File: config.mk
export PLATFORM = sky130hd
export DESIGN_NAME = sdram_wr_arbiter_flat
export DESIGN_NICKNAME = d
export VERILOG_FILES = /design/src/rtl/sdram_wr_arbiter_if.sv /design/src/rtl/sdram_wr_arbiter.sv /design/src/flat_wrapper.sv
export SDC_FILE = /design/constraint.sdc
export NUM_CORES = 1
export LEC_CHECK = 0
export ABC_AREA = 1
export BUFFER_PORTS_ARGS = -buffer_cell sky130_fd_sc_hd__clkbuf_2
export CORE_MARGIN = 5
export CORE_UTILIZATION = 45
export CTS_CLUSTER_DIAMETER = 60
export DETAILED_ROUTE_END_ITERATION = 16
export PLACE_DENSITY = 0.82
export SETUP_SLACK_MARGIN = 0.5
export SYNTH_ARGS = -nofsm -noshare
export SYNTH_HDL_FRONTEND = slang
export SYNTH_SLANG_ARGS = --single-unit
File: constraint.sdc
create_clock -name clk -period 2.3 [get_ports clk]
set_clock_uncertainty 0.15 [all_clocks]
set_input_delay 0.575 -clock clk [delete_from_list [all_inputs] [get_ports clk]]
set_output_delay 0.575 -clock clk [all_outputs]
set_load 0.005 [all_outputs]
File: src/rtl/sdram_wr_arbiter_if.sv
// rtl/sdram_wr_arbiter_if.sv - Avalon-MM burst write port between the arbiter and the HPS SDRAM wrapper
interface sdram_wr_arbiter_if #(
    parameter int DATA_W = 64,
    parameter int ADDR_W = 29,
    parameter int BCNT_W = 8
);
    logic [ADDR_W-1:0]   avm_address;
    logic [BCNT_W-1:0]   avm_burstcount;
    logic                avm_write;
    logic [DATA_W-1:0]   avm_writedata;
    logic [DATA_W/8-1:0] avm_byteenable;
    logic                avm_waitrequest;

    modport master (
        output avm_address,
        output avm_burstcount,
        output avm_write,
        output avm_writedata,
        output avm_byteenable,
        input  avm_waitrequest
    );

    modport slave (
        input  avm_address,
        input  avm_burstcount,
        input  avm_write,
        input  avm_writedata,
        input  avm_byteenable,
        output avm_waitrequest
    );
endinterface

File: src/rtl/sdram_wr_arbiter.sv
// rtl/sdram_wr_arbiter.sv - round-robin fixed-length burst arbiter for two stream writers sharing one SDRAM write port
module sdram_wr_arbiter #(
    parameter int                DATA_W      = 64,
    parameter int                ADDR_W      = 29,
    parameter int                BCNT_W      = 8,
    parameter int                BURST_LEN   = 16,
    parameter int                FRAME_WORDS = 76800,
    parameter logic [ADDR_W-1:0] BASE0       = 29'h0100_0000,
    parameter logic [ADDR_W-1:0] BASE1       = 29'h0108_0000
) (
    input  logic              clk,
    input  logic              reset_n,
    input  logic              en,
    input  logic [1:0]        rq_req,
    input  logic [DATA_W-1:0] rq_data0,
    input  logic [DATA_W-1:0] rq_data1,
    output logic [1:0]        rq_rd,
    input  logic [1:0]        sof,
    output logic [1:0]        frame_done,
    output logic              busy,
    sdram_wr_arbiter_if.master avm
);

    localparam logic [BCNT_W-1:0] BURST_BC  = BCNT_W'(BURST_LEN);
    localparam logic [BCNT_W-1:0] LAST_BEAT = BCNT_W'(BURST_LEN - 1);
    localparam logic [ADDR_W-1:0] BURST_INC = ADDR_W'(BURST_LEN);
    localparam logic [ADDR_W-1:0] FRAME_END = ADDR_W'(FRAME_WORDS);

    typedef enum logic {IDLE, BURST} state_t;

    state_t                  state, state_nxt;
    logic                    owner;
    logic                    rr_ptr;
    logic [BCNT_W-1:0]       beat_cnt;
    logic [1:0][ADDR_W-1:0]  offset;
    logic [1:0]              sof_pend;
    logic [ADDR_W-1:0]       addr_q;
    logic [BCNT_W-1:0]       bcnt_q;

    logic                    accept;
    logic                    last_beat;
    logic                    grant_valid;
    logic                    grant_g;
    logic [ADDR_W-1:0]       grant_off;
    logic [ADDR_W-1:0]       grant_base;
    logic [1:0]              owner_vec;

    // rr_ptr names the requester that wins a tie, so clearing it gives requester 0 the first grant
    assign grant_valid = (state == IDLE) && en && (|rq_req);
    assign grant_g     = (&rq_req) ? rr_ptr : rq_req[1];
    assign grant_off   = sof[grant_g] ? '0 : offset[grant_g];
    assign grant_base  = grant_g ? BASE1 : BASE0;

    assign accept      = avm.avm_write && !avm.avm_waitrequest;
    assign last_beat   = accept && (beat_cnt == LAST_BEAT);
    assign owner_vec   = (state == BURST) ? (owner ? 2'b10 : 2'b01) : 2'b00;

    assign avm.avm_write      = (state == BURST);
    assign avm.avm_address    = addr_q;
    assign avm.avm_burstcount = bcnt_q;
    assign avm.avm_writedata  = owner ? rq_data1 : rq_data0;
    assign avm.avm_byteenable = '1;
    assign busy               = (state == BURST);
    assign rq_rd              = accept ? owner_vec : 2'b00;

    always_comb begin
        state_nxt = state;
        case (state)
            IDLE:    if (grant_valid) state_nxt = BURST;
            BURST:   if (last_beat)   state_nxt = IDLE;
            default: state_nxt = IDLE;
        endcase
    end

    always_ff @(posedge clk or negedge reset_n) begin
        if (!reset_n) begin
            state      <= IDLE;
            owner      <= 1'b0;
            rr_ptr     <= 1'b0;
            beat_cnt   <= '0;
            offset     <= '0;
            sof_pend   <= 2'b00;
            addr_q     <= '0;
            bcnt_q     <= '0;
            frame_done <= 2'b00;
        end else begin
            state      <= state_nxt;
            frame_done <= 2'b00;

            if (grant_valid) begin
                owner    <= grant_g;
                rr_ptr   <= ~grant_g;
                beat_cnt <= '0;
                addr_q   <= grant_base + grant_off;
                bcnt_q   <= BURST_BC;
            end else if (accept) begin
                beat_cnt <= beat_cnt + 1'b1;
            end

            // a start-of-frame seen during the owner's burst wins over the end-of-burst advance
            for (int i = 0; i < 2; i++) begin
                if (owner_vec[i]) begin
                    if (last_beat) begin
                        sof_pend[i] <= 1'b0;
                        if (sof_pend[i] || sof[i]) begin
                            offset[i] <= '0;
                        end else if (offset[i] + BURST_INC == FRAME_END) begin
                            offset[i]     <= '0;
                            frame_done[i] <= 1'b1;
                        end else begin
                            offset[i] <= offset[i] + BURST_INC;
                        end
                    end else if (sof[i]) begin
                        sof_pend[i] <= 1'b1;
                    end
                end else if (sof[i]) begin
                    offset[i] <= '0;
                end
            end
        end
    end

endmodule

File: src/flat_wrapper.sv
// flat-port wrapper written by rule: the top's interface ports become plain ports
module sdram_wr_arbiter_flat 
#(
    parameter int                DATA_W      = 64,
    parameter int                ADDR_W      = 29,
    parameter int                BCNT_W      = 8,
    parameter int                BURST_LEN   = 16,
    parameter int                FRAME_WORDS = 76800,
    parameter logic [ADDR_W-1:0] BASE0       = 29'h0100_0000,
    parameter logic [ADDR_W-1:0] BASE1       = 29'h0108_0000
)
  (clk, reset_n, en, rq_req, rq_data0, rq_data1, rq_rd, sof, frame_done, busy, avm_avm_address, avm_avm_burstcount, avm_avm_write, avm_avm_writedata, avm_avm_byteenable, avm_avm_waitrequest);
  sdram_wr_arbiter_if #(.DATA_W(DATA_W), .ADDR_W(ADDR_W), .BCNT_W(BCNT_W)) avm_i ();
  input  logic clk;
  input  logic reset_n;
  input  logic en;
  input  logic [1:0] rq_req;
  input  logic [DATA_W-1:0] rq_data0;
  input  logic [DATA_W-1:0] rq_data1;
  output logic [1:0] rq_rd;
  input  logic [1:0] sof;
  output logic [1:0] frame_done;
  output logic busy;
  output wire logic [$bits(avm_i.avm_address)-1:0] avm_avm_address;
  output wire logic [$bits(avm_i.avm_burstcount)-1:0] avm_avm_burstcount;
  output wire logic [$bits(avm_i.avm_write)-1:0] avm_avm_write;
  output wire logic [$bits(avm_i.avm_writedata)-1:0] avm_avm_writedata;
  output wire logic [$bits(avm_i.avm_byteenable)-1:0] avm_avm_byteenable;
  input wire logic [$bits(avm_i.avm_waitrequest)-1:0] avm_avm_waitrequest;
  assign avm_avm_address = avm_i.avm_address;
  assign avm_avm_burstcount = avm_i.avm_burstcount;
  assign avm_avm_write = avm_i.avm_write;
  assign avm_avm_writedata = avm_i.avm_writedata;
  assign avm_avm_byteenable = avm_i.avm_byteenable;
  assign avm_i.avm_waitrequest = avm_avm_waitrequest;
  sdram_wr_arbiter #(.DATA_W(DATA_W), .ADDR_W(ADDR_W), .BCNT_W(BCNT_W), .BURST_LEN(BURST_LEN), .FRAME_WORDS(FRAME_WORDS), .BASE0(BASE0), .BASE1(BASE1)) u_core (.clk(clk), .reset_n(reset_n), .en(en), .rq_req(rq_req), .rq_data0(rq_data0), .rq_data1(rq_data1), .rq_rd(rq_rd), .sof(sof), .frame_done(frame_done), .busy(busy), .avm(avm_i));
endmodule
==> results of run 1 <==
[worst min path at each step]
stage / cells past startpoint / slack (ns) / end / from
2_1_floorplan: 0 / 0.13 / u_core.avm.avm_address[10] / reset_n
4_1_cts: 1 / 0.03 / u_core.avm.avm_address[10] / reset_n
5_1_grt: 1 / 0.04 / u_core.offset[38] / reset_n
6_report: 1 / 0.009 / u_core.offset[35] / reset_n
3_5_place_dp: 1 / 0.31 / u_core.avm.avm_burstcount[4] / u_core.avm.avm_burstcount[4]
3_3_place_gp: 1 / 0.30 / u_core.avm.avm_burstcount[4] / u_core.avm.avm_burstcount[4]
[kinds of logic (layout without fill, tap and decap cells)]
family          Yosys count  in the layout  share of synthesized area
simple gates            726            727                      0.446
buf+inv                 153            485                     0.0964
compound gates          117            117                     0.0942
flops                    92             92                      0.335
xor+xnor                  9              9                     0.0115
fa+ha+maj                 7              7                     0.0127
other cells               2             15                    0.00109
mux                       2              2                    0.00291
[synth_stat cells (all sizes together)]
master / number
nand3: 74
o21bai: 4
nor3b: 1
nand2: 505
or2: 2
a31oi: 3
inv: 102
clkinv: 2
a21o: 1
dfrtp: 92
o22ai: 22
a21oi: 11
nand3b: 1
buf: 31
conb: 2
o21ai: 73
nor2: 124
xor2: 9
nor3: 8
ha: 7
clkbuf: 18
nand4: 11
a22o: 1
a32o: 2
mux2i: 2
[report_power, final]
part           switching (µW)  internal [µW]  total, µW
clock                     712            949       1660
sequential                178           1860       2040
combinational            2790           2410       5200
total                    3680           5210       8900
[critical path, cell delays in order (launching register included)]
cell and delay [ns]:
dfrtp_2 0.42, buf_12 0.16, inv_16 0.07, buf_12 0.12
clkbuf_16 0.15, nand2_1 0.06, nand2_1 0.06, buf_2 0.12
[state kept, by name, indices dropped and copies added, names as in the netlist]
register,count
u_core.avm.avm_burstcount,1
u_core.offset,50
u_core.frame_done,2
u_core.avm.avm_address,26
u_core.sof_pend,2
u_core.beat_cnt,8
u_core.avm.avm_write,1
u_core.rr_ptr,1
u_core.owner,1
[layout make-up]
cell class              count  area [µm²]
multi-input cells         877        5170
fillers                   983        3780
repair buffers            364        2830
flip-flops and latches     92        2320
inverters                 104         424
well taps                 188         235
clock buffers               9         225
clock inverters             7        91.3
repair inverters            1        8.76
[cell usage in the layout, fill, tap and decap left out, types with 5 or more instances in the layout]
master and n:
inv_2 13, o21ai_2 18, o21ai_1 9, nand2_1 363, nor2_2 25, nand4_1 10, ha_4 5, o22ai_2 14
inv_1 83, nor3_1 5, buf_16 8, o21ai_0 43, dfrtp_2 17, nand2_2 102, buf_4 75, nand3_2 13
a21oi_1 10, clkbuf_2 208, nand3_4 11, nand2_4 39, dfrtp_1 75, buf_2 13, xor2_1 8, buf_12 15
nor2_1 74, nand3_1 50, conb_1 15, clkbuf_16 18, nor2_4 23, buf_6 33
[through the flow]
| stage | instances | setup WS (ns) | util | TNS, ns |
|---|---|---|---|---|
| floorplan | 1121 | -0.0141 | - | -0.0141 |
| global placement | 1531 | -0.0361 | 0.563 | -0.0361 |
| detailed placement | 1531 | -0.0865 | 0.563 | -0.158 |
| CTS | 1604 | 0.0964 | 0.664 | 0 |
| global route | 1642 | -0.0524 | 0.749 | -0.223 |
| finish | 1642 | 0.0404 | 0.749 | 0 |
[per-layer routing]
layer | vias up | GRT usage
met3 | 210 | 0.0729
met1 | 4443 | 0.408
met5 | - | 0
li1 | 4148 | -
met2 | 722 | 0.543
met4 | 0 | 0.138
[timing repair]
| item | 4_1_cts | 5_1_grt |
|---|---|---|
| buffers inserted | 48 | 28 |
| resized for setup | 182 | 244 |
| gates cloned | 9 | 10 |
| pin swaps | 51 | 74 |
| setup endpoints to repair | 135 | 128 |
==> flow_summary_export.csv, run 1 <==
group,metric,value,unit
layout,finalInstanceArea,11300,µm²
synth,netlist_area,6870,µm²
power_and_ir_drop,p_leak,0.00562,µW
sta,hold_viol,0,
power_and_ir_drop,max-vdd-ir-drop,0.000487,V
worst_setup_path,worstPathRequired,1.57,ns
floorplan,ios,251,
synth,synth_seq_cells,92,
sta,fin_crit_sh,0.982,
cts,cts.clk_slew.worst_paths,0.08,ns
layout,area_delta_synth_final,64.6,%
floorplan,die_h,134,µm
synth,synth_warnings,0,
floorplan,initial_core_util,0.455,
cts,htree_levels,3,
cts,cts_hold_buf,0,
synth,syn_area_per_cell,6.20,µm²
synth,synth_area_leader_cell,"dfrtp_1",
routing,top_layer,"met4",
sta,min_period,2.26,ns
cts,numCtsBuffers,9,
placed_design,io_buffers,235,
run_status,status,"completed",
power_and_ir_drop,power_density,787,nW/µm²
power_and_ir_drop,total_power,8900,µW
global_route,grt_pass1_vias,8336,
placed_design,placed_area,8490,µm²
synth,synth_top_area_share,0.335,
synth,netlist_top_cells_area,"dfrtp_1, nand2_1, nor2_1, inv_1, nand3_1",
sta,fin_hold_ws,0.00914,ns
synth,synth-seq-area-share,0.335,
worst_setup_path,path_class,"register to primary output",
floorplan,die_w,134,µm
global_route,grt_max_degree,37,
layout,diodes,0,
placed_design,dp_hpwl,21800,µm
worst_setup_path,crit_path_end,"avm_avm_writedata[18]",
cts,cts_buffer_depth,2,
job,drv_cap,0,
routing,via_count,9523,
worst_setup_path,r2r_start,"u_core.owner",
cts,cts_sinks,92,
floorplan,core-area,15100,µm²
sta,rsz0062_at_grt,"true",
floorplan,die_area,17800,µm²
global_route,grt_usage,0.326,
global_route,grt_pass1_wl,45600,µm
routing,drt_iter0_markers,1178,
global_route,antenna_found_initial,0,
routing,routed_wl,34500,µm
worst_setup_path,r2r_slack,0.07,ns
routing,drt-met1-wl,12200,µm
cts,cts_tree,"done",
routing,ant_nets,0,
global_route,gr-total-overflow,0,
routing,wl_per_cell,21.0,µm
min_path,hp-class,"input pin to async pin",
worst_setup_path,cp-end-kind,"primary output",
sta,max_freq,443,MHz
placed_design,place.gp.congestion,0.960,
sta,finalSetupViolCount,0,
worst_setup_path,crit_start,"u_core.owner",
sta,drv_slew,0,
routing,dr_wl_met3,3780,µm
routing,dr.pass1.iters,6,
worst_setup_path,worstSetupStartpointType,"register",
floorplan,rows,45,
worst_setup_path,cp_max_fo,6,
cts,cts_root_buffer,"clkbuf_16",
synth,synth_cells,1108,
cts,clock_latency,0.37,ns
worst_setup_path,crit_arrival,1.53,ns
worst_setup_path,r2r_end,"u_core.offset[24]",
routing,routed-wl-met2,16200,µm
layout,layout.nets,1592,
routing,drc,0,
routing,viasPerCell,5.80,
layout,drive_above_1_share,0.472,
synth,synth_cell_types,38,
worst_setup_path,r2r_cells,11,
Note: power is estimated with default switching activity, not from simulation.
==> run 2: changes to the inputs <==
Settings changed: PLACE_DENSITY 0.82 to 0.79.
Clock period 2.3 ns to 2.8 ns, I/O delays scaled along.
==> flow_summary_export.csv, run 2 (synthesized netlist as in run 1, its figures left out) <==
group,metric,value,unit
run_status,status,"completed",
floorplan,initial_core_util,0.455,
worst_setup_path,crit_path_end,"rq_rd[0]",
cts,cts_sinks,92,
routing,drt_iter0_markers,709,
layout,area_delta_synth_final,36.0,%
routing,viasPerCell,5.30,
global_route,grt_pass1_wl,40600,µm
power_and_ir_drop,power_density,649,nW/µm²
routing,via_count,8190,
worst_setup_path,cp-end-kind,"primary output",
global_route,gr-usage-met3,0.0846,
worst_setup_path,worstSetupStartpointType,"register",
worst_setup_path,cp_slowest_cell,"dfrtp_4",
worst_setup_path,worstPathRequired,1.95,ns
worst_setup_path,crit_family,"flip-flops",
worst_setup_path,cp_max_fo,6,
placed_design,placed_area,8290,µm²
sta,min_period,2.36,ns
power_and_ir_drop,p_leak,0.00482,µW
cts,cts.clk_slew.worst_paths,0.06,ns
worst_setup_path,r2r_end,"u_core.offset[4]",
floorplan,die_area,17800,µm²
worst_setup_path,crit_cells,4,
routing,ant_nets,0,
sta,hold_viol,0,
routing,routed_wl,27200,µm
global_route,grt_max_degree,47,
floorplan,rows,45,
global_route,grt_use_met2,0.474,
worst_setup_path,crit_arrival,1.51,ns
sta,slew_headroom,0.577,
global_route,gr-total-overflow,0,
sta,drv_slew,0,
worst_setup_path,r2r_slack,0.64,ns
power_and_ir_drop,max-vdd-ir-drop,0.000423,V
worst_setup_path,cp_cell_sequence,"buf_8 -> clkbuf_16 -> nor2_4 -> buf_6",
placed_design,dp_hpwl,21000,µm
sta,rsz0062_at_grt,"true",
floorplan,die_h,134,µm
global_route,grtUsageMet1,0.383,
sta,max_freq,424,MHz
placed_design,place.gp.congestion,1.00,
global_route,grt_usage,0.290,
cts,numCtsBuffers,9,
cts,cts_hold_buf,0,
sta,fin_crit_sh,0.843,
worst_setup_path,r2r_start,"u_core.offset[4]",
layout,top_register,"u_core.offset",
cts,cts_root_buffer,"clkbuf_16",
layout,layout.nets,1493,
worst_setup_path,cp_num_buf_inv,3,
worst_setup_path,r2r_cells,11,
worst_setup_path,critPathMaxStageDelay,0.56,ns
sta,tns,0,ns
floorplan,core-area,15100,µm²
global_route,antenna_found_initial,2,
job,drv_cap,0,
worst_setup_path,crit_start,"u_core.owner",
layout,layout.cells.most_common_list,"nand2_1, clkbuf_2, inv_1",
worst_setup_path,path_class,"register to primary output",
placed_design,io_buffers,235,
routing,dr.pass1.iters,6,
global_route,busiest_layer,"met2",
min_path,hp-class,"input pin to async pin",
cts,cts_tree,"done",
routing,drc,0,
floorplan,die_w,134,µm
cts,clock_latency,0.36,ns
floorplan,ios,251,
cts,cts_buffer_depth,2,
sta,worstMarginPinSlew,0.634,ns
global_route,grt_pass1_vias,7397,
layout,drive_above_1_share,0.316,
layout,finalInstanceArea,9340,µm²
routing,wl_per_cell,17.6,µm
cts,htree_levels,3,
layout,largest_reg_flops,50,
layout,final_common_cell,"nand2_1",
sta,finalSetupViolCount,0,
[run 2: cell count changes in the layout (fill, tap and decap cells not counted), moves of 12 or more]
cell / previous run / this run
buf_6: 33 / 17
o21ai_2: 18 / 1
nand2_1: 363 / 420
buf_2: 13 / 1
buf_4: 75 / 17
nand3_1: 50 / 70
o22ai_2: 14 / 0
nor2_4: 23 / 8
o21ai_0: 43 / 63
nand2_2: 102 / 64
o22ai_1: 4 / 22
nand2_4: 39 / 20
nor2_1: 74 / 93
[run 2: worst min-delay path by stage]
stage | slack (ns) | depth (start not counted) | to | from
5_1_grt | 0.26 | 1 | u_core.offset[33] | reset_n
3_5_place_dp | 0.32 | 2 | u_core.avm.avm_address[20] | u_core.avm.avm_address[20]
3_3_place_gp | 0.31 | 2 | u_core.avm.avm_address[20] | u_core.avm.avm_address[20]
2_1_floorplan | 0.25 | 0 | u_core.avm.avm_address[10] | reset_n
4_1_cts | 0.23 | 1 | u_core.offset[33] | reset_n
6_report | 0.20 | 1 | u_core.offset[33] | reset_n
[run 2: final cells by class]
cell class / count / area [µm²]
repair buffers: 267 / 1750
diodes: 1 / 2.50
clock inverters: 2 / 35.0
inverters: 104 / 407
fillers: 1421 / 5750
clock buffers: 14 / 254
well taps: 188 / 235
flip-flops and latches: 92 / 2310
multi-input cells: 876 / 4340
[run 2: through the flow]
step / total power [µW] / setup WS [ns] / cells / hold slack [ns] / util
floorplan: 2810 / 0.357 / 1121 / 0.254 / -
global placement: 3900 / 0.210 / 1512 / 0.305 / 0.549
detailed placement: 3940 / 0.144 / 1512 / 0.316 / 0.549
CTS: 5550 / 0.420 / 1536 / 0.227 / 0.583
global route: 6400 / 0.403 / 1544 / 0.260 / 0.619
finish: 6060 / 0.441 / 1544 / 0.202 / 0.619
[run 2: what timing repair did]
item | CTS | global route
resized for setup | 29 | 128
gates cloned | 5 | 4
buffers inserted | 3 | 3
pin swaps | 0 | 17
setup endpoints to repair | 74 | 97
[run 2: power by group]
part	internal, µW	switching, µW	leakage, µW	total, µW
sequential	1530	175	0.00123	1710
combinational	1350	1760	0.00345	3120
clock	717	518	0.000141	1240
[run 2: layer usage]
metal	vias to the layer above	share of wire
met2	435	0.47
met1	3744	0.41
met4	2	0.026
met3	56	0.096
li1	3953	-
met5	-	0.00048
